File: src/rtl/alu_share_arbiter.sv
// Round-robin arbiter sharing a single ALU between NumReq requesters.
// Also holds the rvcpu package and the alu it wraps, so the block stands alone.

package rvcpu;
  typedef enum logic [3:0] {
    alu_add, alu_sll, alu_slt, alu_xor, alu_srl, alu_sra, alu_or, alu_and
  } alu_op_t;

  typedef struct packed {
    logic zero;
    logic carry;
    logic negative;
    logic overflow;
  } alu_flags_t;
endpackage

module alu #(
  parameter int Width = 32
) (
  input  rvcpu::alu_op_t    op,
  input  logic [Width-1:0]  a,
  input  logic [Width-1:0]  b,
  input  logic              invert_b,
  output logic [Width-1:0]  res,
  output rvcpu::alu_flags_t flags
);
  localparam int ShW = $clog2(Width);

  logic [Width-1:0] b_eff;
  logic [Width:0]   sum;

  assign b_eff = invert_b ? ~b : b;
  assign sum   = {1'b0, a} + {1'b0, b_eff} + {{Width{1'b0}}, invert_b};

  // alu_slt is left to the caller; res is just zero for it here
  always_comb begin
    res   = '0;
    flags = '0;
    case (op)
      rvcpu::alu_add: res = sum[Width-1:0];
      rvcpu::alu_and: res = a & b_eff;
      rvcpu::alu_or:  res = a | b_eff;
      rvcpu::alu_xor: res = a ^ b_eff;
      rvcpu::alu_sll: res = a << b[ShW-1:0];
      rvcpu::alu_srl: res = a >> b[ShW-1:0];
      rvcpu::alu_sra: res = Width'($signed(a) >>> b[ShW-1:0]);
      default:        res = '0;
    endcase
    flags.zero     = (res == '0);
    flags.negative = res[Width-1];
    if (op == rvcpu::alu_add) begin
      flags.carry    = sum[Width];
      flags.overflow = (a[Width-1] == b_eff[Width-1]) && (sum[Width-1] != a[Width-1]);
    end
  end
endmodule

module alu_share_arbiter #(
  parameter int Width  = 32,
  parameter int NumReq = 3
) (
  input  logic                                     clk,
  input  logic                                     rst_n,
  input  logic [NumReq-1:0]                        req_valid,
  output logic [NumReq-1:0]                        req_ready,
  input  logic [NumReq*$bits(rvcpu::alu_op_t)-1:0] req_op,
  input  logic [NumReq*Width-1:0]                  req_a,
  input  logic [NumReq*Width-1:0]                  req_b,
  input  logic [NumReq-1:0]                        req_invert_b,
  output logic [NumReq-1:0]                        rsp_valid,
  input  logic [NumReq-1:0]                        rsp_ready,
  output logic [Width-1:0]                         rsp_res,
  output rvcpu::alu_flags_t                        rsp_flags
);
  localparam int OpW  = $bits(rvcpu::alu_op_t);
  localparam int IdxW = $clog2(NumReq);

  typedef enum logic [1:0] {IDLE, EXEC, RESP} state_t;

  state_t            state;
  logic [IdxW-1:0]   rr_last, owner, grant, cand;
  logic              grant_valid;
  rvcpu::alu_op_t    op_q, alu_op;
  logic [Width-1:0]  a_q, b_q, res_q, alu_res;
  logic              inv_q, alu_inv, lt;
  rvcpu::alu_flags_t alu_flags, flags_q;
  logic [NumReq-1:0] rsp_valid_q;

  // Scan from the requester after the last winner, wrapping around
  always_comb begin
    grant       = '0;
    grant_valid = 1'b0;
    cand        = '0;
    for (int k = 1; k <= NumReq; k++) begin
      cand = IdxW'((int'(rr_last) + k) % NumReq);
      if (!grant_valid && req_valid[cand]) begin
        grant       = cand;
        grant_valid = 1'b1;
      end
    end
  end

  always_comb begin
    req_ready = '0;
    if (rst_n && state == IDLE && grant_valid) req_ready[grant] = 1'b1;
  end

  // SLT runs as a-b; the sign fix-up handles operands of opposite sign
  assign alu_op  = (op_q == rvcpu::alu_slt) ? rvcpu::alu_add : op_q;
  assign alu_inv = (op_q == rvcpu::alu_slt) ? 1'b1 : inv_q;
  assign lt      = (a_q[Width-1] != b_q[Width-1]) ? a_q[Width-1] : alu_res[Width-1];

  alu #(.Width(Width)) u_alu (
    .op       (alu_op),
    .a        (a_q),
    .b        (b_q),
    .invert_b (alu_inv),
    .res      (alu_res),
    .flags    (alu_flags)
  );

  always_ff @(posedge clk or negedge rst_n) begin
    if (!rst_n) begin
      state       <= IDLE;
      rr_last     <= IdxW'(NumReq - 1);
      owner       <= '0;
      op_q        <= rvcpu::alu_add;
      a_q         <= '0;
      b_q         <= '0;
      inv_q       <= 1'b0;
      res_q       <= '0;
      flags_q     <= '0;
      rsp_valid_q <= '0;
    end else begin
      case (state)
        IDLE: if ((req_valid & req_ready) != '0) begin
          op_q    <= rvcpu::alu_op_t'(req_op[int'(grant)*OpW +: OpW]);
          a_q     <= req_a[int'(grant)*Width +: Width];
          b_q     <= req_b[int'(grant)*Width +: Width];
          inv_q   <= req_invert_b[grant];
          owner   <= grant;
          rr_last <= grant;
          state   <= EXEC;
        end
        EXEC: begin
          res_q       <= (op_q == rvcpu::alu_slt) ? {{(Width-1){1'b0}}, lt} : alu_res;
          flags_q     <= alu_flags;
          rsp_valid_q <= NumReq'(1) << owner;
          state       <= RESP;
        end
        RESP: if (rsp_ready[owner]) begin
          rsp_valid_q <= '0;
          state       <= IDLE;
        end
        default: state <= IDLE;
      endcase
    end
  end

  assign rsp_valid = rsp_valid_q;
  assign rsp_res   = res_q;
  assign rsp_flags = flags_q;
endmodule

File: config.mk
export PLATFORM = sky130hd
export DESIGN_NAME = alu_share_arbiter
export DESIGN_NICKNAME = d
export VERILOG_FILES = /design/src/rtl/alu_share_arbiter.sv
export SDC_FILE = /design/constraint.sdc
export NUM_CORES = 1
export LEC_CHECK = 0
export ABC_AREA = 0
export CORE_MARGIN = 3
export CORE_UTILIZATION = 55
export DETAILED_ROUTE_END_ITERATION = 12
export DONT_BUFFER_PORTS = 1
export GPL_TIMING_DRIVEN = 1
export PLACE_DENSITY_LB_ADDON = 0.05
export SYNTH_ARGS = -nofsm -noshare
export SYNTH_HDL_FRONTEND = slang
export SYNTH_SLANG_ARGS = --single-unit
File: constraint.sdc
create_clock -name clk -period 7.9 [get_ports clk]
set_clock_uncertainty 0.15 [all_clocks]
set_input_delay 0.79 -clock clk [delete_from_list [all_inputs] [get_ports clk]]
set_output_delay 0.79 -clock clk [all_outputs]
set_load 0.02 [all_outputs]
==> metrics.txt <==
status=completed; Pre-antenna DRT Iters=5; DR iter-0 viols=2135; largest family of logic cells by synthesized area=compound AO/OA/AOI/OAI gates; GRT Total Usage=39.1%; CP max FO=24; drt wl/cell=27.6 um; setup slack, reg-to-reg=2.58 ns; Critical Path Start=op_q[3]; Arrival @ worst endpoint=5.54 ns; cell taking the most area after synthesis=dfrtp_1; top post-synthesis cells by count=nand2_1, nor2_1, clkbuf_1; Die H=163 um; final hold vios=0; register area=2840 um^2; Syn Nets=2011; Max Cap Viol=0; Overflow after GRT=0; Routed WL=53.5 mm; TritonCTS buffer count=17; required time of the critical path=8.12 ns; Synth cell types=91; GP Congestion=1.07; Placed Cells=1907; Adder-Cell Fraction of Synth Area=6.43%; sequential fraction of the synthesis area=20.9%; synthesis-to-layout area growth=4.20%; ratio of final minimum period to clock period=67.4%; worst r2r path cells=16; crit start category=register; Max IR drop VDD=0.000133 V; htree depth=4; pin count of the biggest net entering global routing=113; ranking of synthesized cells by area=dfrtp_1, mux4_2, ha_1; vias in the first global route=12900; # resized after CTS=0; fin nets=1891; fillers=2226; power density over the cells=98.0 nW/um^2; Post-synth EDFFs=0; Finished Layout Cells=1940; clk root buf=clkbuf_16; area of the multi-input gates=9710 um^2; Synth async-reset ratio=100%; vias per inst=7.36; Mapped Avg Cell Area=7.82 um^2; dpl hpwl=40.0 mm; drt drc=0; Clock Path Buffers=2; Max transition margin=14.8%; Synth Area in Compound Gates=29.1%; Initial Util=56.7%; fin crit period=5.32 ns; Synth Instances=1728; yosys warns=0; worst reg2reg path startpoint=op_q[3]; setup tns final=0 ns; total I/O pin count=257; Num Clock Sinks=113; # setup viols final=0; initial antenna violation count=0; Design Area, Final=14100 um^2; most frequent cell after synthesis=nand2_1; fin. max-slew vios=0; Critical Path End=rsp_flags[3]; worst skew pair latency=0.44 ns; CTS tree=done; register bit total from synthesis=113; Top FF cell, synth=dfrtp_1; Hold WC Path Type=in -> async; Core ar.=23800 um^2; port bufs=0; first-pass GRT wire length=80.2 mm; die area=26500 um^2; ratio of cells with drive above 1 in the final layout=11.1%; # diodes=0; Crit. End Element=register; Placed Area=13500 um^2; post-synth top area share=20.8%; reg2reg end=rsp_flags[3]; Tightest Pin Transition=1.26 ns; Synth Cell Area=13500 um^2; post-CTS setup buffers=0; Max Fclk=188 MHz; mux contribution to synthesized area=14.8%; clk slew on worst S/H paths=0.06 ns; P_leak=0.00530 uW; XOR/XNOR share of the synthesized area=2.84%; via count=14300; Die Wd=163 um; Routed Antenna Nets=0; critical setup path kind=reg -> reg; simple-gate share of the synthesized area=18.4%; Row Count=56; RSZ-0062 raised after global routing=false
final cells by class:
cell class	count	share of cell area (%)
multi-input cells	1359	69.0
repair buffers	31	1.80
clock inverters	14	0.774
clock buffers	18	3.12
inverters	86	2.29
flip-flops and latches	113	20.1
well taps	319	2.84
metrics by stage:
stage	setup slack (ns)	power (uW)	hold WS (ns)	util, %
floorplan	2.70	632	0.341	-
global placement	2.95	637	0.347	56.7
detailed placement	2.77	639	0.347	56.7
CTS	2.73	1380	0.0480	59.1
global route	2.17	1410	0.0445	59.1
finish	2.58	1380	0.0436	59.1
worst min-delay path by stage:
| stage | from | cells after the start | endpoint | slack [ns] |
|---|---|---|---|---|
| 5_1_grt | rst_n | 0 | rr_last[1] | 0.04 |
| 4_1_cts | rst_n | 0 | rr_last[1] | 0.05 |
| 3_5_place_dp | rst_n | 0 | rr_last[0] | 0.35 |
| 3_3_place_gp | rst_n | 0 | rr_last[0] | 0.35 |
| 6_report | rst_n | 0 | rr_last[1] | 0.04 |
| 2_1_floorplan | rst_n | 0 | a_q[0] | 0.34 |
state kept, by name, indices dropped and copies added (netlist names):
| name | cells |
|---|---|
| b_q | 32 |
| owner | 1 |
| rsp_res | 32 |
| state | 2 |
| inv_q | 1 |
| op_q | 4 |
| a_q | 32 |
| rsp_valid | 3 |
| rr_last | 2 |
| rsp_flags | 4 |
report_power, final:
part,total (uW),internal [uW],leakage (uW),switching (uW)
Combinational,62.0,20.9,0.00349,41.1
Clock,738,412,0.000255,326
Sequential,579,579,0.00156,0
placed cells by master, fill, tap and decap left out, types with 17 or more instances in the layout:
cell / synthesis / layout
a22oi_1: 81 / 81
clkbuf_16: 0 / 17
a31oi_1: 79 / 79
buf_4: 7 / 30
a21oi_1: 90 / 88
o22ai_1: 18 / 18
nand2_1: 202 / 202
mux4_2: 49 / 49
inv_1: 83 / 83
a22o_1: 20 / 20
nor3_1: 39 / 37
nand3_1: 24 / 24
a211oi_1: 23 / 23
nor2_1: 176 / 175
ha_1: 67 / 67
mux2_2: 25 / 25
dfrtp_1: 112 / 109
o21ai_0: 88 / 88
o211ai_1: 20 / 20
mux2i_1: 61 / 61
xnor2_1: 39 / 39
routing by layer:
| layer | vias up | share of wire (%) | track usage, % |
|---|---|---|---|
| met4 | 0 | 3.0 | 10.5 |
| met2 | 1079 | 43 | 57.3 |
| met1 | 6881 | 42 | 58.3 |
| li1 | 6179 | - | - |
| met5 | - | 0 | 0 |
| met3 | 134 | 12 | 8.47 |
repair_timing:
item,CTS,global route
setup endpoints to repair,0,0
endpoints found under the hold margin,112,0
hold buffers,1,0
worst max-delay path, stage by stage, from the launching register on:
cell	delay, ns
dfrtp_1	0.79
nor3_2	0.16
a21oi_4	0.37
buf_4	0.45
xnor2_1	0.21
inv_1	0.08
ha_1	0.38
a21oi_1	0.28
nor3_1	0.09
a211o_1	0.28
a2111oi_0	0.51
nand3_1	0.19
or4_1	0.41
nor4_1	0.23
nand4_1	0.16
nor4_1	0.32
a31o_1	0.19
cells by family after synthesis:
logic type               after synthesis
AND/OR/NAND/NOR                      548
AO/OA/AOI/OAI                        564
multiplexers                         135
adder cells (fa/ha/maj)               69
flip-flops                           113
buffers and inverters                256
XOR/XNOR                              43
Power figures use the tool's default switching activity.
